### src/rtl/run_sequencer_if.sv
// Run-driver bundle: operand request, data-memory port, TopLevel start/ack and run status.
// The master side is the run sequencer; the slave side is the environment (memory + core).
// Optional WaitCycles status exists only when RUN_SEQ_CYCLE_COUNT_EN is defined.
interface run_sequencer_if #(
  parameter int ADDR_W = 8
);
  logic              Go;
  logic [15:0]       OpA;
  logic [15:0]       OpB;
  logic [ADDR_W-1:0] DmAddr;
  logic              DmWrEn;
  logic [7:0]        DmWrData;
  logic [7:0]        DmRdData;
  logic              CpuStart;
  logic              CpuAck;
  logic              Busy;
  logic              Done;
  logic              Timeout;
  logic [31:0]       Result;
`ifdef RUN_SEQ_CYCLE_COUNT_EN
  logic [15:0]       WaitCycles;
`endif

  modport master (
`ifdef RUN_SEQ_CYCLE_COUNT_EN
    output WaitCycles,
`endif
    input  Go, OpA, OpB, DmRdData, CpuAck,
    output DmAddr, DmWrEn, DmWrData, CpuStart, Busy, Done, Timeout, Result
  );

  modport slave (
`ifdef RUN_SEQ_CYCLE_COUNT_EN
    input  WaitCycles,
`endif
    output Go, OpA, OpB, DmRdData, CpuAck,
    input  DmAddr, DmWrEn, DmWrData, CpuStart, Busy, Done, Timeout, Result
  );
endinterface

### src/rtl/run_sequencer.sv
// Run driver: loads two operands into DM, pulses CpuStart, waits for CpuAck (watchdog), reads 32-bit result.
// Latency: accepted Go -> Done is 4 + START_HOLD + WAIT cycles + 5 + 1; all outputs registered.
// Backpressure: Go is only sampled in IDLE; RUN_SEQ_CYCLE_COUNT_EN adds the WaitCycles status output.
module run_sequencer #(
  parameter int ADDR_W      = 8,
  parameter int LOAD_BASE   = 1,
  parameter int RES_BASE    = 5,
  parameter int START_HOLD  = 1,
  parameter int TIMEOUT_CYC = 4096
) (
  input  logic          Clk,
  input  logic          Reset,
  run_sequencer_if.master bus
);

  localparam int HOLD_W = (START_HOLD  > 1) ? $clog2(START_HOLD + 1)  : 1;
  localparam int WD_W   = (TIMEOUT_CYC > 1) ? $clog2(TIMEOUT_CYC + 1) : 1;
  localparam logic [HOLD_W-1:0] HOLD_LAST = HOLD_W'(START_HOLD - 1);
  localparam logic [WD_W-1:0]   WD_LAST   = WD_W'(TIMEOUT_CYC - 1);
  localparam logic [ADDR_W-1:0] LOAD_ADDR = ADDR_W'(LOAD_BASE);
  localparam logic [ADDR_W-1:0] RES_ADDR  = ADDR_W'(RES_BASE);

  typedef enum logic [2:0] {
    IDLE  = 3'd0,
    LOAD  = 3'd1,
    START = 3'd2,
    WAIT  = 3'd3,
    READ  = 3'd4,
    DONE  = 3'd5
  } state_t;

  state_t            state;
  logic [2:0]        idx;       // byte index within LOAD / READ
  logic [HOLD_W-1:0] hold_cnt;  // cycles CpuStart has been high
  logic [WD_W-1:0]   wd_cnt;    // watchdog: WAIT cycles without Ack
  logic [31:0]       ops;       // {OpA, OpB} captured on accepted Go
  logic [23:0]       rd_buf;    // first three result bytes, assembled before the single Result load
`ifdef RUN_SEQ_CYCLE_COUNT_EN
  logic [15:0]       wc_run;    // WAIT cycles elapsed in this run, saturating
  logic [15:0]       wc_inc;
  assign wc_inc = (wc_run == 16'hFFFF) ? wc_run : wc_run + 16'd1;
`endif

  // Byte k of the captured operand word, MSB first.
  function automatic logic [7:0] op_byte(input logic [31:0] w, input logic [2:0] k);
    case (k)
      3'd0:    return w[31:24];
      3'd1:    return w[23:16];
      3'd2:    return w[15:8];
      default: return w[7:0];
    endcase
  endfunction

  // Run-control FSM; every output is a register so reset clears them all asynchronously.
  always_ff @(posedge Clk or negedge Reset) begin
    if (!Reset) begin
      state        <= IDLE;
      idx          <= 3'd0;
      hold_cnt     <= '0;
      wd_cnt       <= '0;
      ops          <= 32'd0;
      rd_buf       <= 24'd0;
      bus.DmAddr   <= '0;
      bus.DmWrEn   <= 1'b0;
      bus.DmWrData <= 8'd0;
      bus.CpuStart <= 1'b0;
      bus.Busy     <= 1'b0;
      bus.Done     <= 1'b0;
      bus.Timeout  <= 1'b0;
      bus.Result   <= 32'd0;
`ifdef RUN_SEQ_CYCLE_COUNT_EN
      wc_run         <= 16'd0;
      bus.WaitCycles <= 16'd0;
`endif
    end else begin
      case (state)
        IDLE: begin
          if (bus.Go) begin
            ops          <= {bus.OpA, bus.OpB};
            bus.Timeout  <= 1'b0;
            bus.Busy     <= 1'b1;
            idx          <= 3'd0;
            bus.DmWrEn   <= 1'b1;
            bus.DmAddr   <= LOAD_ADDR;
            bus.DmWrData <= bus.OpA[15:8];
            state        <= LOAD;
          end
        end

        LOAD: begin
          if (idx == 3'd3) begin
            bus.DmWrEn   <= 1'b0;
            bus.DmAddr   <= '0;
            bus.DmWrData <= 8'd0;
            bus.CpuStart <= 1'b1;
            hold_cnt     <= '0;
            state        <= START;
          end else begin
            idx          <= idx + 3'd1;
            bus.DmAddr   <= bus.DmAddr + 1'b1;  // wraps modulo 2^ADDR_W
            bus.DmWrData <= op_byte(ops, idx + 3'd1);
          end
        end

        START: begin
          // TopLevel launches on the falling edge of CpuStart.
          if (hold_cnt == HOLD_LAST) begin
            bus.CpuStart <= 1'b0;
            wd_cnt       <= '0;
`ifdef RUN_SEQ_CYCLE_COUNT_EN
            wc_run       <= 16'd0;
`endif
            state        <= WAIT;
          end else begin
            hold_cnt <= hold_cnt + 1'b1;
          end
        end

        WAIT: begin
`ifdef RUN_SEQ_CYCLE_COUNT_EN
          wc_run <= wc_inc;
`endif
          if (bus.CpuAck) begin
            idx        <= 3'd0;
            bus.DmAddr <= RES_ADDR;
            state      <= READ;
          end else if (wd_cnt == WD_LAST) begin
            // Watchdog expiry ends the run without touching Result.
            bus.Timeout <= 1'b1;
            bus.Done    <= 1'b1;
            bus.Busy    <= 1'b0;
`ifdef RUN_SEQ_CYCLE_COUNT_EN
            bus.WaitCycles <= wc_inc;
`endif
            state       <= DONE;
          end else begin
            wd_cnt <= wd_cnt + 1'b1;
          end
        end

        READ: begin
          // Address in cycles 0..3, data returns one cycle later (cycles 1..4).
          idx <= idx + 3'd1;
          if (idx < 3'd3) begin
            bus.DmAddr <= bus.DmAddr + 1'b1;
          end else begin
            bus.DmAddr <= '0;
          end
          if (idx != 3'd0 && idx != 3'd4) begin
            rd_buf <= {rd_buf[15:0], bus.DmRdData};
          end
          if (idx == 3'd4) begin
            bus.Result <= {rd_buf, bus.DmRdData};
            bus.Done   <= 1'b1;
            bus.Busy   <= 1'b0;
`ifdef RUN_SEQ_CYCLE_COUNT_EN
            bus.WaitCycles <= wc_run;
`endif
            state      <= DONE;
          end
        end

        DONE: begin
          bus.Done <= 1'b0;
          state    <= IDLE;
        end

        default: begin
          state        <= IDLE;
          bus.DmWrEn   <= 1'b0;
          bus.DmAddr   <= '0;
          bus.CpuStart <= 1'b0;
          bus.Busy     <= 1'b0;
          bus.Done     <= 1'b0;
        end
      endcase
    end
  end

endmodule

### src/flat_wrapper.sv
// flat-port wrapper written by rule: the top's interface ports become plain ports
module run_sequencer_flat 
#(
  parameter int ADDR_W      = 8,
  parameter int LOAD_BASE   = 1,
  parameter int RES_BASE    = 5,
  parameter int START_HOLD  = 1,
  parameter int TIMEOUT_CYC = 4096
)
  (Clk, Reset, bus_Go, bus_OpA, bus_OpB, bus_DmRdData, bus_CpuAck, bus_DmAddr, bus_DmWrEn, bus_DmWrData, bus_CpuStart, bus_Busy, bus_Done, bus_Timeout, bus_Result);
  run_sequencer_if #(.ADDR_W(ADDR_W)) bus_i ();
  input  logic Clk;
  input  logic Reset;
  input wire logic [$bits(bus_i.Go)-1:0] bus_Go;
  input wire logic [$bits(bus_i.OpA)-1:0] bus_OpA;
  input wire logic [$bits(bus_i.OpB)-1:0] bus_OpB;
  input wire logic [$bits(bus_i.DmRdData)-1:0] bus_DmRdData;
  input wire logic [$bits(bus_i.CpuAck)-1:0] bus_CpuAck;
  output wire logic [$bits(bus_i.DmAddr)-1:0] bus_DmAddr;
  output wire logic [$bits(bus_i.DmWrEn)-1:0] bus_DmWrEn;
  output wire logic [$bits(bus_i.DmWrData)-1:0] bus_DmWrData;
  output wire logic [$bits(bus_i.CpuStart)-1:0] bus_CpuStart;
  output wire logic [$bits(bus_i.Busy)-1:0] bus_Busy;
  output wire logic [$bits(bus_i.Done)-1:0] bus_Done;
  output wire logic [$bits(bus_i.Timeout)-1:0] bus_Timeout;
  output wire logic [$bits(bus_i.Result)-1:0] bus_Result;
  assign bus_i.Go = bus_Go;
  assign bus_i.OpA = bus_OpA;
  assign bus_i.OpB = bus_OpB;
  assign bus_i.DmRdData = bus_DmRdData;
  assign bus_i.CpuAck = bus_CpuAck;
  assign bus_DmAddr = bus_i.DmAddr;
  assign bus_DmWrEn = bus_i.DmWrEn;
  assign bus_DmWrData = bus_i.DmWrData;
  assign bus_CpuStart = bus_i.CpuStart;
  assign bus_Busy = bus_i.Busy;
  assign bus_Done = bus_i.Done;
  assign bus_Timeout = bus_i.Timeout;
  assign bus_Result = bus_i.Result;
  run_sequencer #(.ADDR_W(ADDR_W), .LOAD_BASE(LOAD_BASE), .RES_BASE(RES_BASE), .START_HOLD(START_HOLD), .TIMEOUT_CYC(TIMEOUT_CYC)) u_core (.Clk(Clk), .Reset(Reset), .bus(bus_i));
endmodule
### config.mk
export PLATFORM = sky130hd
export DESIGN_NAME = run_sequencer_flat
export DESIGN_NICKNAME = d
export VERILOG_FILES = /design/src/rtl/run_sequencer_if.sv /design/src/rtl/run_sequencer.sv /design/src/flat_wrapper.sv
export SDC_FILE = /design/constraint.sdc
export NUM_CORES = 1
export LEC_CHECK = 0
export CORE_ASPECT_RATIO = 1.25
export CORE_UTILIZATION = 45
export DETAILED_ROUTE_END_ITERATION = 10
export PLACE_DENSITY = 0.72
export SLEW_MARGIN = 25
export SYNTH_ARGS = -nofsm -noshare
export SYNTH_HDL_FRONTEND = slang
export SYNTH_SLANG_ARGS = --single-unit
export TNS_END_PERCENT = 1
### constraint.sdc
create_clock -name Clk -period 1.9 [get_ports Clk]
set_clock_uncertainty 0.05 [all_clocks]
set_input_delay 0.57 -clock Clk [delete_from_list [all_inputs] [get_ports Clk]]
set_output_delay 0.57 -clock Clk [all_outputs]
set_load 0.02 [all_outputs]
After elaboration in Yosys (flattened, before gate mapping)
Index checks and enable logic that the tools add are counted.
- $add $sub $neg: 4
- magnitude comparators: 1
- eq/ne operators: 21
- mux-type cells: 42
- bitwise gates (word level): 5
- reductions and logical operators: 28
- operators with widths (operator ; count):
    2-to-1 mux 8 bit ; 6
    one-hot mux 8 bit (5 select lines) ; 1
    2-to-1 mux 13 bit ; 3
    2-to-1 mux 3 bit ; 9
    one-hot mux 13 bit (2 select lines) ; 1
    one-hot mux 8 bit (3 select lines) ; 1
    one-hot mux 8 bit (2 select lines) ; 1
    AND reduction 4 bit ; 4
    one-hot mux 3 bit (5 select lines) ; 1
    adder 13 x 1 -> 13 bit, second input constant ; 1
    == test 13 x 12 -> 1 bit, second input constant ; 1
    == test 3 x 2 -> 1 bit, second input constant ; 4
    2-to-1 mux 1 bit ; 12
    inequality test 2 bit, second input constant ; 6
    one-hot mux 3 bit (4 select lines) ; 1
    AND reduction 2 bit ; 5
    AND reduction 5 bit ; 2
    == test 3 bit, second input constant ; 3
    one-hot mux 1 bit (3 select lines) ; 3
    AND reduction 3 bit ; 3
    adder 8 x 1 -> 8 bit, second input constant ; 1
    nonzero test 2 bit ; 4
    OR reduction 4 bit ; 2
    == test 3 x 1 -> 1 bit, second input constant ; 2
    15 further kinds ; 24
- flip-flop bits (word level): 129
- bits of input ports: 44
- output and inout bits: 53

Longest topological paths before layout
- depth after elaboration: 5
- gate-level depth with buffers: 7
- gate-level depth less buffers: 6

Worst setup path after synthesis
No wires, ideal clock.
- path kind: register -> register
- from: register u_core.idx[0]
- to: register u_core.bus.DmWrData[5]
- library setup time: 0.136 ns
- data arrival time: 1.761 ns
- path slack: -0.047 ns
- cell stages (with the launch flop): 8
- buffers on the path: 1
- period minus slack after synthesis: 1.947 ns
- cells stage by stage: dfrtp_1 -> ha_1 -> ha_1 -> and2_1 -> clkbuf_1 -> a222oi_1 -> a21boi_0 -> o22ai_1
- longest elaborated chain between the ends: 5
- RTL lines (element ; RTL line ; source):
    start: declaration ; run_sequencer.sv:33 ; logic [2:0] idx;
    start signal: assignment ; run_sequencer.sv:99 ; idx <= idx + 3'd1;
    start signal: assignment ; run_sequencer.sv:143 ; idx <= idx + 3'd1;
    adder 3 x 1 -> 3 bit ; run_sequencer.sv:101 ; bus.DmWrData <= op_byte(ops, idx + 3'd1);
    == test 3 x 2 -> 1 bit, or another cell as far along ; run_sequencer.sv:46 ; case (k)
    one-hot mux 8 bit (3 select lines) ; run_sequencer.sv:46 ;
    2-to-1 mux 8 bit * ; run_sequencer.sv:91 ; if (idx == 3'd3) begin
    one-hot mux 8 bit (2 select lines) * ; run_sequencer.sv:76 ; case (state)
    end signal: assignment ; run_sequencer.sv:85 ; bus.DmWrData <= bus.OpA[15:8];
    end signal: assignment ; run_sequencer.sv:101 ;
    end: declaration ; run_sequencer_if.sv:29 ; output DmAddr, DmWrEn, DmWrData, CpuStart, Busy, Done, Timeout, Result
Every way passes the cells marked *; elsewhere a longest branch is shown, timed or not.
A chain may end at the register's enable or synchronous reset.

Worst setup path after layout
- from: register u_core.idx[1]
- to: register u_core.bus.DmWrData[5]
Same word-level chain as after synthesis.

==> out/results.tsv <==
stage	metric	value	unit
run_status	status	completed	
worst_setup_path	cp_slowest_cell	dfrtp_1	
yosys	synth_xor_area_frac	0.00150	
global_routing	grt.overflow.total	0	
sta	hold_viol	0	
yosys	synthMuxAreaShare	0.199	
worst_setup_path	reg2reg_from	u_core.idx[1]$_DFFE_PN0P_	
global_routing	grtUsageTotal	0.208	
yosys	yosys.area_share.simple	0.0762	
place	port_buffers	96	
worst_setup_path	worstPathCellList	ha_2 > buf_4 > ha_2 > buf_12 > a222oi_1 > a21boi_2 > o22ai_1	
worst_setup_path	endpoint_kind	flip-flop	
clock_tree	cts_hold_buffers	0	
cells_and_area	mostFrequentLayoutCells	128 x dfrtp_1, 55 x dlygate4sd2_1, 41 x buf_4	
routing	first_pass_iters	5	
yosys	syn-cell-area	0.00584	mm²
yosys	yosys_warnings	0	
clock_tree	tritoncts	done	
clock_tree	cts.path.max_buffers	2	
worst_setup_path	worstPathMaxFanout	10	
yosys	synth-seq-cells	128	
yosys	synth-compound-area-share	0.122	
min_path	hp-class	input port to asynchronous set/reset pin	
cells_and_area	area_growth	35.9	%
routing	avgViaCountPerCell	5.51	
sta	fin_crit	1.89	ns
routing	postRouteAntennaNets	0	
yosys	ys_async_sr_fraction	1.00	
global_routing	antenna_found_initial	0	
run	maxCapViolations	0	
yosys	ys_types	62	
power	p_per_area	1470	mW/mm²
yosys	postSynthAreaPerCell	13.3	µm²
cells_and_area	final_common_cell	dfrtp_1	
place	post-dp-hpwl	9460	µm
sta	slew_headroom	0.602	
worst_setup_path	worstSetupStartpoint	u_core.idx[1]$_DFFE_PN0P_	
yosys	synth.top_cell.area_share	0.548	
worst_setup_path	slowest_delay	0.39	ns
cells_and_area	nFillCells	1008	
routing	via_count	4195	
floorplanning	dieArea	0.0134	mm²
yosys	syn_nets	492	
yosys	synth_top_family_by_area	multiplexers	
clock_tree	post_cts_buffers	0	
clock_tree	numCtsBuffers	17	
floorplanning	pin_count	97	
yosys	syn-instance-count	440	
global_routing	grt_pass1_wl	21800	µm
yosys	yosys-top-cells-area	dfrtp_1 55%, mux2_2 7.1%, mux2_4 6.7%	
place	placed_area	0.00734	mm²
cells_and_area	final_layout_size_suffix_gt1_frac	0.295	
sta	setup_viol	0	
clock_tree	worstSkewPairLatency	0.41	ns
cells_and_area	final_area	0.00794	mm²
routing	first_iter_violations	161	
clock_tree	clk_pin_slew	0.06	ns
cells_and_area	multi_input_area	0.00253	mm²
floorplanning	num_rows	46	
cells_and_area	nNetsFinal	634	
routing	wire_per_inst	17.4	µm
sta	rsz0062_at_grt	yes	
worst_setup_path	critPathKind	flip-flop to flip-flop	
worst_setup_path	crit_top_cell	ha_2	
power	cellLeakagePower	3.88	nW
sta	post-route-period-util	0.992	
yosys	seq_area_frac_synth	0.548	
cells_and_area	regArea	0.00320	mm²
power	ir_drop	0.000678	V
worst_setup_path	critPathTopFamily	compound AO/OA/AOI/OAI gates	
place	gp_congestion	0.818	
floorplanning	core_area	0.0127	mm²
global_routing	grt_pass1_vias	4345	
sta	finalSetupTns	0	ns
worst_setup_path	timing.critical_path.buf_inv	2	
clock_tree	clock-sinks	128	
routing	drc	0	
worst_setup_path	cp.required	2.12	ns
floorplanning	start_util	0.461	
worst_setup_path	crit_arrival	2.11	ns
sta	worstMarginPinSlew	0.595	ns
floorplanning	die_width	104	µm
sta	fmax	530	MHz
sta	finalMaxSlewViolations	0	
clock_tree	cts_max_level	4	
yosys	synth_fa_ha_area_frac	0.0171	
cells_and_area	antenna_cells	0	
global_routing	grt_max_degree	43	
yosys	synth_edf_count	0	
yosys	yosysTopAreaCell	dfrtp_1	
clock_tree	root_buffer	clkbuf_16	
routing	routed_wl	13300	µm
floorplanning	fp.dieH	129	µm
worst_setup_path	startpoint_type	flip-flop	
yosys	synthFlopType	dfrtp_1	
path summary, 6_finish.rpt:
kind | endpoint | slack [ns] | depth (start not counted)
worst max-delay path | u_core.bus.DmWrData[5]$_DFFE_PN0P_ | 0.01 | 7
worst min-delay path | u_core.wd_cnt[3]$_DFFE_PN0P_ | 0.01 | 1
worst max register to register | u_core.bus.DmWrData[5]$_DFFE_PN0P_ | 0.01 | 7
worst min register to register | u_core.bus.Result[19]$_DFFE_PN0P_ | 0.43 | 1
max in group asynchronous | u_core.bus.DmAddr[1]$_DFFE_PN0P_ | 1.24 | 2
min in group Clk | u_core.bus.Result[19]$_DFFE_PN0P_ | 0.43 | 1
power breakdown:
group / switching, mW / internal [mW] / leakage [nW] / total, mW
combinational: 2.03 / 2.28 / 1.93 / 4.31
sequential: 0.604 / 3.58 / 1.67 / 4.18
clock: 1.22 / 1.94 / 0.273 / 3.16
stage by stage:
step,instances,setup WS [ns],util,total power [mW],hold slack (ns)
4_1_cts,762,-0.0520,0.623,11.6,0.0108
3_5_place_dp,731,-0.543,0.580,8.49,0.424
3_3_place_gp,731,-0.504,0.580,8.27,0.412
6_report,762,0.0146,0.627,11.7,0.0130
2_1_floorplan,440,0.0224,-,6.88,0.224
5_1_grt,762,-0.0655,0.627,12.3,0.0200
sequential cells by signal, summed over array words and instances, names as in the netlist:
name                 cells
u_core.bus.Busy          1
u_core.bus.CpuStart      1
u_core.bus.DmAddr        8
u_core.bus.DmWrData      8
u_core.bus.DmWrEn        1
u_core.bus.Done          1
u_core.bus.Result       32
u_core.bus.Timeout       1
u_core.idx               3
u_core.ops              32
u_core.rd_buf           24
u_core.state             3
u_core.wd_cnt           13
layout make-up:
class / count / area share
inverters: 15 / 0.00709
clock inverters: 14 / 0.0197
repair buffers: 145 / 0.171
flip-flops and latches: 128 / 0.403
well taps: 168 / 0.0265
clock buffers: 17 / 0.0536
multi-input cells: 275 / 0.318
repair_timing:
item	CTS	global route
setup endpoints to repair	147	62
gates resized for setup	62	14
pin swaps	1	6
metal layers:
metal / share of wire / global-route usage / vias up
met1: 0.41 / 0.251 / 2137
met4: 0.019 / 0.0899 / 0
li1: - / - / 1929
met3: 0.049 / 0.0538 / 21
met2: 0.52 / 0.355 / 108
met5: 0 / 0 / -
kinds of logic after synthesis:
logic type / count (synthesis)
and+or+nand+nor: 72
buffers and inverters: 37
xor gates and xnor gates: 1
muxes: 95
AOI/OAI and AO/OA: 99
DFF: 128
adders and majority gates: 8
synth_stat cells (2+ instances only):
library cell and n:
nor2_1 10, a21boi_1 2, inv_1 14, a21o_1 3, a22o_1 3, o21ai_0 10
o31ai_1 8, and3_1 3, mux2i_1 4, buf_6 6, mux2_4 26, nand2_1 10
clkbuf_1 3, or2_0 3, buf_4 4, o21a_1 10, a222oi_1 8, o22ai_2 4
nand2b_1 2, mux2_1 28, nand4_1 2, nand3_1 10, nor3b_1 4, nor2b_1 3
o22ai_1 13, and2_1 2, or4_1 5, or3_1 2, nor3_1 4, buf_2 8
o211ai_1 2, a21boi_0 2, o21ai_1 5, dfrtp_1 128, a21oi_1 14, mux2_2 37
a31oi_1 6, ha_1 8
No activity file was read; power rests on OpenSTA's default activity.
